<file path="src/rtl/i2c_pkg.sv">
// Shared types and bus-level constants for the I2C target (and the matching master).
package i2c_pkg;

  typedef enum logic [2:0] {
    IDLE,
    ADDR,
    ADDR_ACK,
    WR_DATA,
    WR_ACK,
    RD_DATA,
    RD_ACK,
    WAIT_STOP
  } i2c_tgt_state_e;

  localparam logic I2C_ACK  = 1'b0;
  localparam logic I2C_NACK = 1'b1;
  localparam logic I2C_READ = 1'b1;

endpackage

</file>
<file path="src/rtl/i2c_line_sync.sv">
// Synchronises raw SCL/SDA pads and derives edge flags plus START/STOP conditions.
module i2c_line_sync #(
  parameter int SYNC_STAGES = 2
) (
  input  logic clk,
  input  logic nrst,
  input  logic scl_i,
  input  logic sda_i,
  output logic scl,
  output logic sda,
  output logic scl_rise,
  output logic scl_fall,
  output logic start_det,
  output logic stop_det
);

  logic [SYNC_STAGES-1:0] scl_sync;
  logic [SYNC_STAGES-1:0] sda_sync;
  logic                   scl_prev;
  logic                   sda_prev;
  logic                   sda_rise;
  logic                   sda_fall;

  // Preset to 1 so a freshly reset target sees an idle bus and no false edges.
  always_ff @(posedge clk or negedge nrst) begin
    if (!nrst) begin
      scl_sync <= '1;
      sda_sync <= '1;
      scl_prev <= 1'b1;
      sda_prev <= 1'b1;
    end else begin
      scl_sync <= {scl_sync[SYNC_STAGES-2:0], scl_i};
      sda_sync <= {sda_sync[SYNC_STAGES-2:0], sda_i};
      scl_prev <= scl_sync[SYNC_STAGES-1];
      sda_prev <= sda_sync[SYNC_STAGES-1];
    end
  end

  assign scl      = scl_sync[SYNC_STAGES-1];
  assign sda      = sda_sync[SYNC_STAGES-1];
  assign scl_rise = scl & ~scl_prev;
  assign scl_fall = ~scl & scl_prev;
  assign sda_rise = sda & ~sda_prev;
  assign sda_fall = ~sda & sda_prev;

  // SCL must be stably high across both cycles; a coincident SCL edge makes it data.
  assign start_det = sda_fall & scl & scl_prev;
  assign stop_det  = sda_rise & scl & scl_prev;

endmodule

</file>
<file path="src/rtl/i2c_target.sv">
// 7-bit address I2C target: byte receive strobes, byte transmit from user data, open-drain SDA.
module i2c_target
  import i2c_pkg::*;
#(
  parameter logic [6:0] TARGET_ADDR = 7'h42,
  parameter int         SYNC_STAGES = 2
) (
  input  logic       clk,
  input  logic       nrst,
  input  logic       scl_i,
  input  logic       sda_i,
  output logic       sda_oe,
  output logic [7:0] rx_data,
  output logic       rx_valid,
  input  logic [7:0] tx_data,
  output logic       tx_load,
  output logic       addr_hit,
  output logic       rw,
  output logic       busy
);

  i2c_tgt_state_e state;
  logic [2:0]     bit_cnt;
  logic [7:0]     shifter;
  logic [7:0]     next_byte;
  logic           ack_flag;
  logic           scl;
  logic           sda;
  logic           scl_rise;
  logic           scl_fall;
  logic           start_det;
  logic           stop_det;
  logic           bit_in;

  i2c_line_sync #(
    .SYNC_STAGES(SYNC_STAGES)
  ) u_line_sync (
    .clk       (clk),
    .nrst      (nrst),
    .scl_i     (scl_i),
    .sda_i     (sda_i),
    .scl       (scl),
    .sda       (sda),
    .scl_rise  (scl_rise),
    .scl_fall  (scl_fall),
    .start_det (start_det),
    .stop_det  (stop_det)
  );

  assign bit_in    = scl_rise & scl;
  assign next_byte = {shifter[6:0], sda};

  // ack_flag marks the second half of an ACK slot: "SDA already driven" in
  // ADDR_ACK/WR_ACK, "master acknowledged" in RD_ACK.
  always_ff @(posedge clk or negedge nrst) begin
    if (!nrst) begin
      state    <= IDLE;
      bit_cnt  <= 3'd0;
      shifter  <= 8'h00;
      ack_flag <= 1'b0;
      sda_oe   <= 1'b0;
      rx_data  <= 8'h00;
      rx_valid <= 1'b0;
      tx_load  <= 1'b0;
      addr_hit <= 1'b0;
      rw       <= 1'b0;
      busy     <= 1'b0;
    end else begin
      rx_valid <= 1'b0;
      tx_load  <= 1'b0;
      addr_hit <= 1'b0;
      if (stop_det) begin
        state  <= IDLE;
        sda_oe <= 1'b0;
        busy   <= 1'b0;
      end else if (start_det) begin
        state    <= ADDR;
        busy     <= 1'b1;
        bit_cnt  <= 3'd0;
        sda_oe   <= 1'b0;
        ack_flag <= 1'b0;
      end else begin
        case (state)
          IDLE: begin
          end

          ADDR: begin
            if (bit_in) begin
              shifter <= next_byte;
              bit_cnt <= bit_cnt + 3'd1;
              if (bit_cnt == 3'd7) begin
                if (next_byte[7:1] == TARGET_ADDR) begin
                  rw       <= next_byte[0];
                  addr_hit <= 1'b1;
                  ack_flag <= 1'b0;
                  state    <= ADDR_ACK;
                end else begin
                  state <= WAIT_STOP;
                end
              end
            end
          end

          ADDR_ACK: begin
            if (scl_fall) begin
              if (!ack_flag) begin
                sda_oe   <= 1'b1;
                ack_flag <= 1'b1;
              end else if (rw == I2C_READ) begin
                shifter <= tx_data;
                tx_load <= 1'b1;
                sda_oe  <= ~tx_data[7];
                bit_cnt <= 3'd0;
                state   <= RD_DATA;
              end else begin
                sda_oe  <= 1'b0;
                bit_cnt <= 3'd0;
                state   <= WR_DATA;
              end
            end
          end

          WR_DATA: begin
            if (bit_in) begin
              shifter <= next_byte;
              bit_cnt <= bit_cnt + 3'd1;
              if (bit_cnt == 3'd7) begin
                rx_data  <= next_byte;
                rx_valid <= 1'b1;
                ack_flag <= 1'b0;
                state    <= WR_ACK;
              end
            end
          end

          WR_ACK: begin
            if (scl_fall) begin
              if (!ack_flag) begin
                sda_oe   <= 1'b1;
                ack_flag <= 1'b1;
              end else begin
                sda_oe  <= 1'b0;
                bit_cnt <= 3'd0;
                state   <= WR_DATA;
              end
            end
          end

          // MSB is already on the bus on entry; each fall advances one bit.
          RD_DATA: begin
            if (scl_fall) begin
              if (bit_cnt == 3'd7) begin
                sda_oe   <= 1'b0;
                ack_flag <= 1'b0;
                state    <= RD_ACK;
              end else begin
                sda_oe  <= ~shifter[6];
                shifter <= {shifter[6:0], 1'b0};
                bit_cnt <= bit_cnt + 3'd1;
              end
            end
          end

          RD_ACK: begin
            if (bit_in) begin
              if (sda == I2C_NACK) begin
                state <= WAIT_STOP;
              end else if (sda == I2C_ACK) begin
                ack_flag <= 1'b1;
              end
            end else if (scl_fall && ack_flag) begin
              shifter  <= tx_data;
              tx_load  <= 1'b1;
              sda_oe   <= ~tx_data[7];
              bit_cnt  <= 3'd0;
              ack_flag <= 1'b0;
              state    <= RD_DATA;
            end
          end

          WAIT_STOP: begin
            sda_oe <= 1'b0;
          end

          default: begin
            state  <= IDLE;
            sda_oe <= 1'b0;
          end
        endcase
      end
    end
  end

endmodule
</file>
<file path="config.mk">
export PLATFORM = sky130hd
export DESIGN_NAME = i2c_target
export DESIGN_NICKNAME = d
export VERILOG_FILES = /design/src/rtl/i2c_pkg.sv /design/src/rtl/i2c_line_sync.sv /design/src/rtl/i2c_target.sv
export SDC_FILE = /design/constraint.sdc
export NUM_CORES = 1
export LEC_CHECK = 0
export BUFFER_PORTS_ARGS = -buffer_cell sky130_fd_sc_hd__buf_2
export CELL_PAD_IN_SITES_DETAIL_PLACEMENT = 1
export CELL_PAD_IN_SITES_GLOBAL_PLACEMENT = 1
export CORE_MARGIN = 4
export CORE_UTILIZATION = 45
export CTS_CLUSTER_DIAMETER = 30
export DETAILED_ROUTE_END_ITERATION = 10
export PLACE_DENSITY_LB_ADDON = 0.05
export REMOVE_ABC_BUFFERS = 1
export SYNTH_ARGS = -nofsm -noshare
export SYNTH_HDL_FRONTEND = slang
export SYNTH_SLANG_ARGS = --single-unit
</file>
<file path="constraint.sdc">
create_clock -name clk -period 2 [get_ports clk]
set_input_delay 0.1 -clock clk [delete_from_list [all_inputs] [get_ports clk]]
set_output_delay 0.1 -clock clk [all_outputs]
set_load 0.005 [all_outputs]
</file>
After elaboration in Yosys (flattened, before gate mapping)

Cells that the tools add are included.

Logic and storage cells: 174
Register bits after elaboration: 34

Multiplexer cells: 81
Reduce and logical (&&, ||, !) cells: 16
Bitwise operators: 17
Eq/ne operators: 44
Add/sub/neg operators: 1

Operators with widths:

| kind                                                            | number |
|---|---|
| 3-bit two-way mux                                               | 25 |
| 7-bit two-way mux                                               | 8 |
| 4-bit != test, second input constant                            | 14 |
| 1-bit two-way mux                                               | 42 |
| 7-bit case mux with 4 select lines                              | 1 |
| 3-bit != test, second input constant                            | 8 |
| 3-bit case mux with 6 select lines                              | 1 |
| 3-bit == test, second input constant                            | 5 |
| 2-bit != test, second input constant                            | 7 |
| 13-bit AND reduction                                            | 1 |
| 3-bit case mux with 4 select lines                              | 1 |
| 6-bit AND reduction                                             | 2 |
| 11-bit AND reduction                                            | 1 |
| 1-bit case mux with 5 select lines                              | 2 |
| 10-bit AND reduction                                            | 1 |
| 1-bit AND                                                       | 9 |
| 3-bit by 1-bit != test with 1-bit output, second input constant | 3 |
| 9-bit AND reduction                                             | 1 |
| 1-bit NOT                                                       | 8 |
| 8-bit nonzero test                                              | 1 |
| 7-bit == test, second input constant                            | 1 |
| 7-bit nonzero test                                              | 1 |
| 3-bit by 2-bit == test with 1-bit output, second input constant | 2 |
| 6-bit nonzero test                                              | 1 |
| 12 further kinds                                                | 13 |

Logic depth before layout (Yosys ltp)

Word-level depth: 8
Gate-level depth with buffers: 7
Gate-level depth less buffers: 7

Cells and area by module

A second synthesis with hierarchy kept.

Cells, all modules: 174
Area total of the unflattened synthesis: 1893.1 µm²

By module, submodules not included:

| module        | instances | cells each | sequential area each (µm²) | area an instance (µm²) |
|---|---|---|---|---|
| i2c_target    | 1         | 164        | 700.7                      | 1702.9 |
| i2c_line_sync | 1         | 10         | 157.7                      | 190.2 |

Worst setup path before layout

Ideal clock, no wire load.

Path type: reg2reg
From: register bit_cnt[0]
To: register shifter[0]
Data required time: 1875 ps
Stages on the path, launching flop included: 8
Slack: 181 ps
Arrival: 1694 ps
Cell sequence: dfrtp_1 -> ha_1 -> ha_1 -> o21ai_0 -> nand2_1 -> o21ai_4 -> o2111ai_4 -> mux2_4

Word-level cells in the longest chain between the ends: 3

RTL lines:

| element                        | RTL line          | source |
|---|---|---|
| start: declaration             | i2c_target.sv:23  | `logic [2:0] bit_cnt;` |
| start signal: assignment       | i2c_target.sv:90  | `bit_cnt <= bit_cnt + 3'd1;` |
| start signal: assignment       | i2c_target.sv:126 | `bit_cnt <= bit_cnt + 3'd1;` |
| start signal: assignment       | i2c_target.sv:159 | `bit_cnt <= bit_cnt + 3'd1;` |
| 3-bit == test                  | i2c_target.sv:152 | `if (bit_cnt == 3'd7) begin` |
| 2-bit != test (no line)        | n/a               |  |
| 11-bit AND reduction (no line) | n/a               |  |
| end signal: assignment         | i2c_target.sv:125 | `shifter <= next_byte;` |
| end signal: assignment         | i2c_target.sv:158 | `shifter <= {shifter[6:0], 1'b0};` |
| end signal: assignment         | i2c_target.sv:172 | `shifter <= tx_data;` |
| end: declaration               | i2c_target.sv:24  | `logic [7:0] shifter;` |

Every way passes these cells.
A chain may end at the register's enable or synchronous reset.

Worst setup path in the final report

From: register u_line_sync.scl_sync[1]
To: register shifter[3]

Word-level cells in the longest chain between the ends: 5
Elaborated cells on any way between the ends: 17

RTL lines:

| element                            | RTL line            | source |
|---|---|---|
| start: declaration                 | i2c_line_sync.sv:17 | `logic [SYNC_STAGES-1:0] scl_sync;` |
| start signal: assignment           | i2c_line_sync.sv:32 | `scl_sync <= {scl_sync[SYNC_STAGES-2:0], scl_i};` |
| 1-bit NOT                          | i2c_line_sync.sv:42 | `assign scl_fall = ~scl & scl_prev;` |
| 1-bit AND                          | i2c_line_sync.sv:42 |  |
| 1-bit logical AND                  | i2c_target.sv:171   | `end else if (scl_fall && ack_flag) begin` |
| 2-bit != test (no line)            | n/a                 |  |
| 11-bit AND reduction (no line) (*) | n/a                 |  |
| end signal: assignment             | i2c_target.sv:89    | `shifter <= next_byte;` |
| end signal: assignment             | i2c_target.sv:158   |  |
| end signal: assignment             | i2c_target.sv:172   |  |

Every way passes the cells marked *; elsewhere a longest branch is shown, timed or not.

==> results by group <==
Status
  • Outcome: completed

Hold path
  • Number of instances on the worst hold path: 3
  • Worst Min Path Start: tx_data[5]
  • Min-Delay Path Class: input pin to flop

Logic synthesis
  • Seq/Total Area, Yosys: about 45%
  • Most used DFF post-synth: sky130_fd_sc_hd__dfrtp_1
  • Number of distinct library cells after synthesis: 50
  • Number of enable flip-flop cells after synthesis: 0
  • Share of flip-flops with an asynchronous set or reset: between 90% and 100%
  • Mean area per synthesized cell: roughly 12 µm²
  • Most common library cells after synthesis: sky130_fd_sc_hd__dfrtp_1, sky130_fd_sc_hd__mux2_2, sky130_fd_sc_hd__nor2_1, sky130_fd_sc_hd__a21oi_1
  • Synthesized instance count: roughly 160
  • Most frequently used cell type in the post-synthesis netlist: sky130_fd_sc_hd__dfrtp_1
  • Most area-hungry cell type in the Yosys netlist: sky130_fd_sc_hd__dfrtp_1
  • Flip-flop and latch count after synthesis: 34
  • Warning count from the yosys run: 0
  • Leading cell types by total area after synthesis: sky130_fd_sc_hd__dfrtp_1, sky130_fd_sc_hd__dfstp_2, sky130_fd_sc_hd__mux2_2, sky130_fd_sc_hd__mux2_4, sky130_fd_sc_hd__buf_6
  • Summed instance area of the synthesized netlist: between 1500 and 2000 µm²
  • Top-area cell type share of the netlist area: around 37%

Timing
  • Max Slew Vio Count: 0
  • Largest clock skew in the final design: 0.00830 ns
  • Number of hold-slack violations in the final timing report: 0
  • Maximum clock rate: approximately 0.53 GHz
  • Setup TNS: 0 ns
  • Unrepaired setup endpoints after global routing: no
  • Worst relative slew slack: 47.7%
  • Final setup vio count: 0
  • Min Clock Period, post-route: 1.87 ns
  • Final clock period utilization by the worst path: 93.6%
  • Transition time of the tightest slew-check pin: 0.785 ns

Power and ir drop
  • Power density cells: between 1000 and 1500 nW/µm²
  • Worst vdd ir: a little over 0.6 mV
  • Standby leakage power: 1.06 nW

Worst setup path
  • Number of cells on the critical path: 5
  • Crit path max-delay cell type: sky130_fd_sc_hd__dfstp_2
  • Crit end category: flop
  • Max FO, Critical Path: 9
  • Crit. Startpoint: u_line_sync.scl_sync[1]
  • Ordered cell list for the critical path: and2b_2 -> o21ai_2 -> o211ai_2 -> o2111ai_4 -> mux2_4
  • R2R Path Start: u_line_sync.scl_sync[1]
  • Cell type group with the largest total delay on the critical path: flip-flops
  • Reg2reg setup slack: 0.13 ns
  • Delay of the slowest critical-path stage: about 0.6 ns
  • Cell count of the worst reg-to-reg path: 5
  • Endpoint required time on the critical path: 2.17 ns
  • Arrival time of data at the critical path endpoint: 2.04 ns
  • Worst setup path endpoint: shifter[3]
  • Critical register-to-register path endpoint: shifter[3]
  • Critical path class: flop to flop
  • Startpoint kind of the worst setup timing path: flop
  • Crit path buf inv count: 0

Floorplan
  • Number of I/O pins: 26
  • Floorplan die area: between 5000 and 6000 µm²
  • Die span in x: around 73 µm
  • Num rows: 23
  • Placeable core region: slightly above 4000 µm²
  • Die height: about 73 µm
  • Initial Utilization: 47.2%

Placed design
  • GPL Wtd Cong: between 0.8 and 0.9
  • HPWL after DPL: 3370 µm
  • # port buffers: 25

Global route
  • Global-route wire length before repair: approximately 8100 µm
  • Vias in the first global route: 1,614
  • Initial antenna violation count: 0
  • Largest net degree at the start of global routing: 35
  • Total global routing overflow: 0
  • Total global routing track utilization: between 20% and 30%

Detailed routing
  • Remaining number of nets flagged by the antenna check after routing: 0
  • Via count normalized by instance count: about 5.8
  • Number of detailed-routing iterations run before antenna repair: 4
  • Residual DRC count: 0
  • Wire length reported by the detailed router: around 4600 µm
  • Number of violations reported at the end of detailed-routing iteration 0: between 100 and 150
  • Via count of the routed design: roughly 1,400
  • Wirelength per Cell: about 19 µm

Clock network
  • CTS buffer count: 5
  • CTS tree: yes
  • Clock latency of the later-clocked register in the worst-skew pair: slightly below 0.3 ns
  • CTS HTree Levels: 2
  • Root buffer cell: sky130_fd_sc_hd__clkbuf_8
  • Reg clk slew, reported paths: roughly 0.07 ns
  • Number of buffers on the longest clock path: 2
  • TritonCTS sink count: 34

Final layout
  • Layout cells sized above 1: 45.7%
  • Area taken by flip-flops and latches: between 800 and 900 µm²
  • Net count reported at finish: 212
  • Fillcell total: approximately 440
  • Area grow syn2layout: 17.3%
  • Ant diodes: 0
  • Post-route core utilization: 55.3%
  • Multi-input combinational cell area: 955 µm²

Job
  • Number of maximum-capacitance constraint violations: 0
==> worst reg2reg max path, cell delays in order, from the launching register on <==
cell	delay (ns)
sky130_fd_sc_hd__dfstp_2	0.60
sky130_fd_sc_hd__and2b_2	0.27
sky130_fd_sc_hd__o21ai_2	0.12
sky130_fd_sc_hd__o211ai_2	0.18
sky130_fd_sc_hd__o2111ai_4	0.24
sky130_fd_sc_hd__mux2_4	0.34
==> area by class of cell <==
class	instances	area share [%]
inverters	4	0.673
multi-input cells	113	42.8
repair buffers	40	11.0
flip-flops and latches	34	38.6
well taps	50	2.81
clock inverters	1	0.224
clock buffers	7	3.87
==> kinds of logic (layout without fill, tap and decap cells) <==
family                     count (synthesis)  after routing  synth area share, %
AOI/OAI and AO/OA                         40             40                 18.2
xor gates and xnor gates                   2              2                0.922
adders and majority gates                  2              2                 1.32
buffers and inverters                     11             52                 4.74
DFF                                       34             34                 45.2
muxes                                     24             24                 15.1
and+or+nand+nor                           45             45                 14.5
==> metal layers <==
| metal | GRT usage (%) | vias to the layer above | wire [µm] |
|---|---|---|---|
| met3 | 4.55 | 6 | 226 |
| met1 | 26.1 | 737 | 2030 |
| met2 | 31.9 | 32 | 2250 |
| met4 | 10.2 | 0 | 104 |
| met5 | 0 | - | 0 |
| li1 | - | 664 | - |
==> layout by cell type, fill, tap and decap left out, types with 3 or more instances in the layout <==
master / synthesis / final
sky130_fd_sc_hd__nand2_1: 6 / 6
sky130_fd_sc_hd__buf_2: 2 / 25
sky130_fd_sc_hd__nor2_1: 10 / 9
sky130_fd_sc_hd__mux2_4: 6 / 6
sky130_fd_sc_hd__a211oi_1: 5 / 5
sky130_fd_sc_hd__nand2b_1: 3 / 3
sky130_fd_sc_hd__buf_4: 0 / 12
sky130_fd_sc_hd__inv_1: 4 / 4
sky130_fd_sc_hd__a22o_1: 3 / 3
sky130_fd_sc_hd__a21oi_1: 7 / 7
sky130_fd_sc_hd__nand3_1: 3 / 3
sky130_fd_sc_hd__nor2b_1: 3 / 3
sky130_fd_sc_hd__mux2_2: 14 / 14
sky130_fd_sc_hd__dlygate4sd3_1: 0 / 3
sky130_fd_sc_hd__and2b_2: 3 / 3
sky130_fd_sc_hd__nor3_1: 4 / 4
sky130_fd_sc_hd__o21ai_0: 4 / 3
sky130_fd_sc_hd__mux2i_1: 4 / 4
sky130_fd_sc_hd__dfrtp_1: 28 / 26
sky130_fd_sc_hd__dfstp_2: 6 / 6
sky130_fd_sc_hd__clkbuf_8: 0 / 6
==> flip-flops by register name (all words and copies together) (netlist names) <==
register	flops
rx_valid	1
shifter	7
addr_hit	1
busy	1
state	3
u_line_sync.sda_prev	1
rw	1
u_line_sync.sda_sync	2
bit_cnt	3
u_line_sync.scl_prev	1
tx_load	1
ack_flag	1
sda_oe	1
rx_data	8
u_line_sync.scl_sync	2
==> how the worst min path moves through the flow <==
stage / slack [ns] / endpoint
finish: 0.13 / shifter[5]
global route: 0.12 / shifter[5]
CTS: 0.12 / shifter[5]
detailed placement: 0.21 / u_line_sync.scl_sync[0]
global placement: 0.21 / addr_hit
floorplan: -0.20 / ack_flag
==> per-stage QoR <==
step           instance area, µm²  hold slack [ns]  cells  total power [mW]  setup WS, ns
2_1_floorplan                1830           -0.196    151              1.89         0.142
5_1_grt                      2230            0.121    249              3.00        0.0435
4_1_cts                      2220            0.116    248              2.82        0.0592
3_3_place_gp                 2100            0.206    237              2.22         0.104
3_5_place_dp                 2100            0.207    237              2.28        0.0581
6_report                     2230            0.129    249              2.81         0.128
==> where the power goes <==
group          internal (mW)  switching, mW  leakage [nW]
clock                  0.278          0.251        0.0482
combinational          0.627          0.581         0.583
sequential             0.843          0.233         0.428
==> repair_timing <==
item | 4_1_cts | 5_1_grt
buffers inserted | 0 | 1
hold endpoints to repair | 30 | 0
gates resized for setup | 0 | 4
endpoints found under the setup margin | 0 | 9
hold buffers | 3 | 0
Note: power is estimated with default switching activity, not from simulation.
